$ cat src/rtl/univ_shift_reg.sv
// Parametrised universal shift register: shift/rotate/load/clear with a framing counter
// that pulses USR_DONE every WIDTH shifts. Define USR_ARITH_SHIFT_EN to enable MODE 111 = ASR.
module univ_shift_reg #(
  parameter int unsigned WIDTH = 8
) (
  input  logic                          USR_CLK,
  input  logic                          USR_RST,
  input  logic                          USR_EN,
  input  logic [2:0]                    USR_MODE,
  input  logic                          USR_SIN_R,
  input  logic                          USR_SIN_L,
  input  logic [WIDTH-1:0]              USR_PIN,
  output logic [WIDTH-1:0]              USR_Q,
  output logic                          USR_SOUT_R,
  output logic                          USR_SOUT_L,
  output logic [$clog2(WIDTH)-1:0]      USR_CNT,
  output logic                          USR_DONE
);

  localparam int unsigned CNT_W = $clog2(WIDTH);

  typedef enum logic [2:0] {
    M_HOLD = 3'b000,
    M_SHR  = 3'b001,
    M_SHL  = 3'b010,
    M_LOAD = 3'b011,
    M_ROR  = 3'b100,
    M_ROL  = 3'b101,
    M_CLR  = 3'b110,
    M_ASR  = 3'b111
  } mode_e;

  logic [WIDTH-1:0] q_q, q_d;
  logic [CNT_W-1:0] cnt_q, cnt_d;
  logic             done_q, done_d;
  logic             advance;
  mode_e            mode;

  assign mode = mode_e'(USR_MODE);

  always_comb begin
    q_d     = q_q;
    cnt_d   = cnt_q;
    done_d  = 1'b0;
    advance = 1'b0;
    if (USR_EN) begin
      case (mode)
        M_HOLD: ;
        M_SHR: begin
          q_d     = {USR_SIN_R, q_q[WIDTH-1:1]};
          advance = 1'b1;
        end
        M_SHL: begin
          q_d     = {q_q[WIDTH-2:0], USR_SIN_L};
          advance = 1'b1;
        end
        M_LOAD: begin
          q_d   = USR_PIN;
          cnt_d = '0;
        end
        M_ROR: begin
          q_d     = {q_q[0], q_q[WIDTH-1:1]};
          advance = 1'b1;
        end
        M_ROL: begin
          q_d     = {q_q[WIDTH-2:0], q_q[WIDTH-1]};
          advance = 1'b1;
        end
        M_CLR: begin
          q_d   = '0;
          cnt_d = '0;
        end
        M_ASR: begin
`ifdef USR_ARITH_SHIFT_EN
          q_d     = {q_q[WIDTH-1], q_q[WIDTH-1:1]};
          advance = 1'b1;
`endif
        end
        default: ;
      endcase
    end
    // Any shift-class operation counts toward the frame, regardless of direction.
    if (advance) begin
      if (cnt_q == CNT_W'(WIDTH - 1)) begin
        cnt_d  = '0;
        done_d = 1'b1;
      end else begin
        cnt_d = cnt_q + CNT_W'(1);
      end
    end
  end

  always_ff @(posedge USR_CLK) begin
    if (USR_RST) begin
      q_q    <= '0;
      cnt_q  <= '0;
      done_q <= 1'b0;
    end else begin
      q_q    <= q_d;
      cnt_q  <= cnt_d;
      done_q <= done_d;
    end
  end

  assign USR_Q      = q_q;
  assign USR_CNT    = cnt_q;
  assign USR_DONE   = done_q;
  assign USR_SOUT_R = q_q[0];
  assign USR_SOUT_L = q_q[WIDTH-1];

endmodule

$ cat config.mk
export PLATFORM = sky130hd
export DESIGN_NAME = univ_shift_reg
export DESIGN_NICKNAME = d
export VERILOG_FILES = /design/src/rtl/univ_shift_reg.sv
export SDC_FILE = /design/constraint.sdc
export NUM_CORES = 1
export LEC_CHECK = 0
export ABC_AREA = 1
export CAP_MARGIN = 5
export CORE_AREA = 3 3 50 52
export CTS_BUF_LIST = sky130_fd_sc_hd__clkbuf_4 sky130_fd_sc_hd__clkbuf_8
export CTS_CLUSTER_SIZE = 40
export DETAILED_ROUTE_END_ITERATION = 16
export DIE_AREA = 0 0 53 55
export PLACE_DENSITY = 0.78
export SLEW_MARGIN = 20
export SYNTH_ARGS = -nofsm -noshare
export SYNTH_HDL_FRONTEND = slang
export SYNTH_SLANG_ARGS = --single-unit
$ cat constraint.sdc
create_clock -name USR_CLK -period 1.3 [get_ports USR_CLK]
set_clock_uncertainty 0.05 [all_clocks]
set_input_delay 0.13 -clock USR_CLK [delete_from_list [all_inputs] [get_ports USR_CLK]]
set_output_delay 0.13 -clock USR_CLK [all_outputs]
set_load 0.005 [all_outputs]
# --- Word-level counts from Yosys, hierarchy flattened ---
# Index checks and enable logic that the tools add are counted.
word_totals:
  ff_bits: 12
  in_bits: 16
  word_cells: 28
classes:
  reduce_logical: 8
  add_sub_neg: 1
  n_eq_ne: 7
  muxes: 8
  bitwise_logic: 1
ops:
  columns: ["op", "n"]
  rows:
  - ["8-bit one-hot mux with 6 select lines", 1]
  - ["3-bit equality test (second input constant)", 4]
  - ["3-bit two-way mux", 4]
  - ["3-bit by 2-bit equality test with 1-bit output (second input constant)", 2]
  - ["6-bit nonzero test", 1]
  - ["2-bit AND reduction", 2]
  - ["2-bit nonzero test", 2]
  - ["2-bit OR reduction", 2]
  - ["4-bit OR reduction", 1]
  - ["3-bit by 1-bit adder with 3-bit output (second input constant)", 1]
  - ["3-bit by 1-bit equality test with 1-bit output (second input constant)", 1]
  - ["1-bit two-way mux", 3]
  - ["1-bit inverter", 1]

# --- Longest topological paths before layout ---
# Gate-level depths: netlist (run 1).
logic_depth:
  depth_word: 6
  mapped_depth: 9
  mapped_depth_nobuf: 8

# --- Worst setup path after synthesis (run 1) ---
# Ideal clock, no wire load.
synth_path:
  kind: "flip-flop to flip-flop"
  startpoint: "reg cnt_q[0], in the netlist USR_CNT[0]"
  endpoint: "reg cnt_q[2], in the netlist USR_CNT[2]"
  setup_ps: 70
  arrival_ps: 961
  path_slack_ps: 220
  path_stages_with_launch: 5
  t_required_ps: 1180
  path_buffers: 0
  path_cell_list: "dfxtp_1 ha_1 ha_1 nand3_1 a21oi_1"
synth_between:
  elab_chain_cells: 3
  word_cells_on_any_way: 4
synth_lines:
  columns: ["item", "line_no", "source"]
  rows:
  - ["start, declared", "34", "logic [CNT_W-1:0] cnt_q, cnt_d;"]
  - ["start signal, assigned", "100", "cnt_q <= cnt_d;"]
  - ["3-bit by 1-bit adder with 3-bit output / 3-bit equality test (equally long branches)", "88, 84", null]
  - ["3-bit two-way mux (*)", "84", "if (cnt_q == CNT_W'(WIDTH - 1)) begin"]
  - ["3-bit two-way mux (*)", "83", "if (advance) begin"]
# Every way passes the cells marked *; elsewhere a longest branch is shown, timed or not.
# A chain may end at the register's enable or synchronous reset.

# --- Worst setup path after layout (run 1) ---
layout_path:
  startpoint: "reg q_q[2], in the netlist USR_Q[2]"
  endpoint: "out USR_Q[2]"
layout_lines:
  columns: ["item", "line_no", "source"]
  rows:
  - ["start, declared", "33", "logic [WIDTH-1:0] q_q, q_d;"]
  - ["start signal, assigned", "99", "q_q <= q_d;"]
  - ["end, declared", "13", "output logic [WIDTH-1:0] USR_Q,"]
# No word-level cell between the ends.

==> metrics.md, run 1 <==
| Metric | Value |
|---|---|
| Drt drc | `0` |
| Area leader, netlist | `dfxtp_1` |
| Setup crit start kind | `flip-flop` |
| Worst setup path class | `reg -> out` |
| CTS Sinks | `12` |
| CP Data Arrival Time | `1.09 ns` |
| FF-to-FF path depth | `5` |
| Commonest non-fill, non-tap cell in the layout | `nand2_1` |
| Grt total ovfl | `0` |
| Max Fclk | `789 MHz` |
| Setup violations, final | `0` |
| Fillers | `194` |
| Crit path capture type | `output pin` |
| IO buf count | `29` |
| Share of post-route cells with drive strength above 1 | `25.3%` |
| Most frequent cells in the layout | `nand2_1 (48), buf_4 (20), inv_1 (16)` |
| Max-cap violation count | `0` |
| WL/cell | `11.7 um` |
| Non-filler instance count after layout | `210` |
| Setup TNS | `0 ns` |
| Initial Util | `38.8%` |
| Status | `finished clean` |
| Initial antenna violation count | `0` |
| Vias | `1,022` |
| Post-synthesis net count | `152` |
| Ant. Diodes | `0` |
| CP Buf/Inv Count | `1` |
| Worst slew margin | `77.6%` |
| Clk root buf | `clkbuf_4` |
| Final instance area | `1350 um^2` |
| Placed Cells | `195` |
| Syn Inst Count | `134` |
| TritonCTS clock tree | `done` |
| Peak supply drop | `0.390 mV` |
| Worst-path maximum fanout | `2` |
| Worst hold-check path type | `reg -> reg` |
| Drt via density | `4.87` |
| Final min period | `1.27 ns` |
| 1st-iter DRT viols | `28` |
| Area contributors post-synth | `dfxtp_1 (29%), nand2_1 (22%), inv_1 (7.7%), nand3_1 (7.2%), a21oi_1 (6.0%)` |
| Total CTS buffers | `3` |
| Hold Buf Count CTS | `0` |
| Area added between synthesis and finish | `61.4%` |
| Sequential share of the synthesized area | `28.8%` |
| Core Box Area | `2150 um^2` |
| Die Wd | `53 um` |
| Critical-path top delay cell | `clkdlybuf4s50_1` |
| Fin Hold WS | `0.422 ns` |
| Leak | `0.827 nW` |
| CTS Buffer Depth | `2` |
| Largest delay share family, worst path | `buffers and inverters` |
| Slew @ Worst Pin | `0.336 ns` |
| Final nets | `201` |
| Clk_lat worst skew | `0.28 ns` |
| Die Ht | `55 um` |
| Yosys cell types | `18` |
| Cell Area, Placed | `1160 um^2` |
| Crit path depth | `1` |
| First-pass GRT wire length | `3.42 mm` |
| Die area | `2920 um^2` |
| Post-route ant nets | `0` |
| Mapped cell area | `833 um^2` |
| Unrepaired setup endpoints after global routing | `no` |
| Rows | `17` |
| CP max stage delay | `0.49 ns` |
| Final wirelength | `2.46 mm` |
| Reg clk slew, reported paths | `0.08 ns` |
| Syn_area_per_cell | `6.22 um^2` |
| GPL Wtd Cong | `0.825` |
| Gr usage total | `16.3%` |
| # H-tree levels | `1` |
| Final period utilization | `97.5%` |
| Largest net degree at the start of global routing | `19` |
| Final max-slew violation count | `0` |
| Pwr/cell area | `776 nW/um^2` |
| Final Hold Fails | `0` |
| CP cell instances | `clkdlybuf4s50_1` |
| Top Ports | `30` |
| 1st-pass router iterations | `4` |
| Finished Core Util | `62.6%` |
| Post-synth top area share | `28.8%` |
| Vias in the first global route | `849` |
| DP Wirelength | `1.64 mm` |
| Hold Crit Depth | `2` |
| Worst Path Required | `1.12 ns` |
| YS warnings | `0` |
| FF+latch count, synth | `12` |
[where the power goes]
| group | total (mW) | switching (mW) | internal [mW] |
|---|---|---|---|
| sequential | 0.409 | 0.0143 | 0.394 |
| clock | 0.300 | 0.129 | 0.170 |
| combinational | 0.336 | 0.164 | 0.172 |
| total | 1.04 | 0.307 | 0.737 |
[flip-flops by register name, summed over array words and instances (netlist names)]
signal,cells
USR_CNT,3
USR_DONE,1
USR_Q,8
[Yosys cell counts (all sizes together)]
master	number
o211ai	2
buf	6
dfxtp	12
nor2	13
nand4	5
a21oi	11
nand2	51
inv	19
o21ai	1
nand3	12
ha	2
[logic make-up (layout without fill, tap and decap cells)]
family / after synthesis / in the layout / synth area share (%)
flops: 12 / 12 / 28.8
simple gates: 81 / 82 / 41.3
compound gates: 14 / 14 / 10.1
buf+inv: 25 / 72 / 16.8
fa+ha+maj: 2 / 2 / 3.00
[layer usage]
metal	track usage, %	wire [um]
met5	0	0
met4	9.36	64
met3	2.95	194
met2	27.5	1180
met1	19.6	1020
[worst paths after layout]
check             slack (ns)                    start                      end
setup / recovery        0.03    USR_Q[2]$_SDFFE_PP0P_                 USR_Q[2]
hold / removal          0.42  USR_CNT[1]$_SDFFE_PP0P_  USR_CNT[1]$_SDFFE_PP0P_
setup reg to reg        0.06  USR_CNT[0]$_SDFFE_PP0P_  USR_CNT[2]$_SDFFE_PP0P_
hold reg to reg         0.42  USR_CNT[1]$_SDFFE_PP0P_  USR_CNT[1]$_SDFFE_PP0P_
[layout make-up]
type / instances / area (um^2) / share of cell area [%]
clock buffers: 4 / 36.3 / 2.70
well taps: 28 / 35.0 / 2.60
inverters: 19 / 71.3 / 5.30
repair buffers: 49 / 462 / 34.3
multi-input cells: 98 / 483 / 35.9
flip-flops and latches: 12 / 258 / 19.2
[through the flow]
| stage | setup WS [ns] | total power [mW] |
|---|---|---|
| after global routing | 0.00107 | 1.09 |
| after global placement | -0.330 | 0.705 |
| after CTS | 0.000213 | 1.03 |
| after detailed placement | -0.341 | 0.711 |
| after floorplan | 0.220 | 0.574 |
| final | 0.0325 | 1.04 |
[timing repair]
action / CTS / global route
buffers inserted: 10 / 0
endpoints found under the setup margin: 18 / 20
pin swaps: 0 / 4
resized for setup: 17 / 17
gates cloned: 0 / 1
Note: power is estimated with default switching activity, not from simulation.
==> inputs of run 2 (changes only) <==
- ABC_AREA: 1 -> not set
- CORE_AREA: 3 3 50 52 -> 3 3 48 50
- CTS_BUF_LIST: sky130_fd_sc_hd__clkbuf_4 sky130_fd_sc_hd__clkbuf_8 -> not set
- DIE_AREA: 0 0 53 55 -> 0 0 51 53
- PLACE_DENSITY: 0.78 -> 0.8
==> metrics.md, run 2 <==
| Metric | Value |
|---|---|
| YS warnings | `0` |
| Worst setup path class | `reg -> reg` |
| Clk root buf | `clkbuf_4` |
| Die area | `2700 um^2` |
| EDFF count, synth | `0` |
| Area leader, netlist | `dfxtp_1` |
| Share of post-route cells with drive strength above 1 | `42.7%` |
| Gr usage total | `20.7%` |
| Peak supply drop | `0.592 mV` |
| Total CTS buffers | `3` |
| Final wirelength | `2.30 mm` |
| Post-synth ARST share | `0%` |
| Sequential share of the synthesized area | `30.7%` |
| Crit path capture type | `flip-flop` |
| Initial Util | `40.3%` |
| Commonest cells post-synth | `nor2_1 (20), dfxtp_1 (12), mux2i_1 (9)` |
| Initial antenna violation count | `0` |
| Most frequent cells in the layout | `buf_4 (20), nor2_1 (17), dlygate4sd2_1 (16)` |
| Hold Buf Count CTS | `0` |
| First-pass GRT wire length | `4.04 mm` |
| Pwr/cell area | `778 nW/um^2` |
| Grt total ovfl | `0` |
| Drt drc | `0` |
| Largest net degree at the start of global routing | `15` |
| Final max-slew violation count | `0` |
| GPL Wtd Cong | `0.852` |
| CTS Sinks | `12` |
| Core Box Area | `1940 um^2` |
| Non-filler instance count after layout | `158` |
| Setup crit start kind | `flip-flop` |
| FF+latch count, synth | `12` |
| Drt via density | `5.22` |
| Leak | `0.604 nW` |
| Yosys cell types | `27` |
| Die Wd | `51 um` |
| Commonest non-fill, non-tap cell in the layout | `buf_4` |
| CTS Buffer Depth | `2` |
| TritonCTS clock tree | `done` |
| Unrepaired setup endpoints after global routing | `no` |
| Slew @ Worst Pin | `0.307 ns` |
| Final min period | `1.21 ns` |
| Placed Cells | `151` |
| DP Wirelength | `1.67 mm` |
| Status | `finished clean` |
| Post-synth top area share | `30.7%` |
| Mapped cell area | `782 um^2` |
| Final period utilization | `93.4%` |
| Vias | `824` |
| CP Data Arrival Time | `1.33 ns` |
| Max Fclk | `823 MHz` |
| Top-count cell post-synth | `nor2_1` |
| Top FF cell, synth | `dfxtp_1` |
| Post-route ant nets | `0` |
| Syn_area_per_cell | `9.09 um^2` |
| Setup violations, final | `0` |
| Worst Path Required | `1.42 ns` |
| Reg clk slew, reported paths | `0.08 ns` |
| Ant. Diodes | `0` |
| Area added between synthesis and finish | `67.4%` |
| Worst slew margin | `79.4%` |
| Final Hold Fails | `0` |
| # H-tree levels | `1` |
| Fin Hold WS | `0.397 ns` |
| Worst hold-check path type | `in -> reg` |
| Area contributors post-synth | `dfxtp_1 (31%), mux2i_1 (12%), a211oi_2 (11%), nor2_1 (9.6%), a221oi_1 (6.7%)` |
| Clk_lat worst skew | `0.29 ns` |
| 1st-pass router iterations | `4` |
| Top Ports | `30` |
| Final nets | `151` |
| WL/cell | `14.6 um` |
| Worst-path maximum fanout | `4` |
| 1st-iter DRT viols | `11` |
| Post-synthesis net count | `104` |
| IO buf count | `29` |
| Syn Inst Count | `86` |
| Die Ht | `53 um` |
| Max-cap violation count | `0` |
| Rows | `16` |
| Vias in the first global route | `880` |
| Max reg flops | `8` |
[run 2: cell count changes after synthesis, moves of 2 or more]
cell and delta:
nand2_1 -45, inv_1 -17, nand2_2 -2, nand4_1 -5
buf_2 +2, a211oi_2 +7, mux2i_1 +9, inv_2 -2
nor2_1 +7, nand3_1 -10, a221oi_1 +6, a22oi_1 +2
a21oi_1 -8
[run 2: through the flow]
stage                     power (mW)  TNS [ns]  util [%]  setup slack, ns  area [um^2]
final                           1.02         0      67.4           0.0856         1310
after detailed placement       0.761     -5.04      61.5           -0.505         1190
after global placement         0.751     -4.68      61.5           -0.452         1190
after CTS                       1.02         0      67.3           0.0199         1310
after global routing            1.08         0      67.4           0.0171         1310
after floorplan                0.604    -0.205         -          -0.0373          816
[run 2: report_power, final]
group          switching (mW)  internal, mW  leakage, nW
combinational           0.158         0.196        0.486
clock                   0.138         0.108       0.0138
sequential             0.0254         0.392        0.105
[run 2: final timing paths]
| kind | from | endpoint | slack (ns) | depth (start not counted) |
|---|---|---|---|---|
| hold / removal | USR_MODE[1] | USR_Q[0]$_SDFFE_PP0P_ | 0.40 | 4 |
| hold reg to reg | USR_CNT[2]$_SDFFE_PP0P_ | USR_CNT[2]$_SDFFE_PP0P_ | 0.48 | 2 |
| setup / recovery | USR_Q[7]$_SDFFE_PP0P_ | USR_Q[6]$_SDFFE_PP0P_ | 0.09 | 5 |
| setup reg to reg | USR_Q[7]$_SDFFE_PP0P_ | USR_Q[6]$_SDFFE_PP0P_ | 0.09 | 5 |
[run 2: cell type report]
| type | instances | area [um^2] |
|---|---|---|
| fillers | 170 | 633 |
| clock buffers | 3 | 22.5 |
| repair buffers | 50 | 434 |
| well taps | 27 | 33.8 |
| flip-flops and latches | 12 | 269 |
| multi-input cells | 66 | 549 |
[run 2: what timing repair did]
action	4_1_cts	5_1_grt
pin swaps	1	1
setup endpoints to repair	25	2
setup buffers	4	0
gates resized for setup	43	1
gates cloned	0	0
[run 2: critical path, stage by stage (launching register included)]
cell and delay (ns):
dfxtp_4 0.36, buf_4 0.15, mux2i_1 0.17, nor2_1 0.07
a221oi_2 0.20, a211oi_2 0.10
[run 2: per-layer routing]
| layer | vias up | GRT usage, % | routed length [um] | part of all wire (%) |
|---|---|---|---|---|
| met5 | - | 0 | 0 | 0 |
| met4 | 0 | 13.9 | 80 | 3.5 |
| met3 | 11 | 5.07 | 149 | 6.5 |
| met2 | 34 | 31.3 | 1040 | 45 |
| met1 | 369 | 25.8 | 1030 | 45 |
| li1 | 410 | - | - | - |
[run 2: kinds of logic (layout without fill, tap and decap cells)]
| logic type | count (synthesis) | after routing | synth area share (%) |
|---|---|---|---|
| buffers and inverters | 8 | 53 | 8.00 |
| adder cells (fa/ha/maj) | 2 | 2 | 3.20 |
| multiplexers | 9 | 9 | 11.5 |
| AND/OR/NAND/NOR | 33 | 33 | 20.8 |
| AO/OA/AOI/OAI | 22 | 22 | 25.8 |
| flip-flops | 12 | 12 | 30.7 |
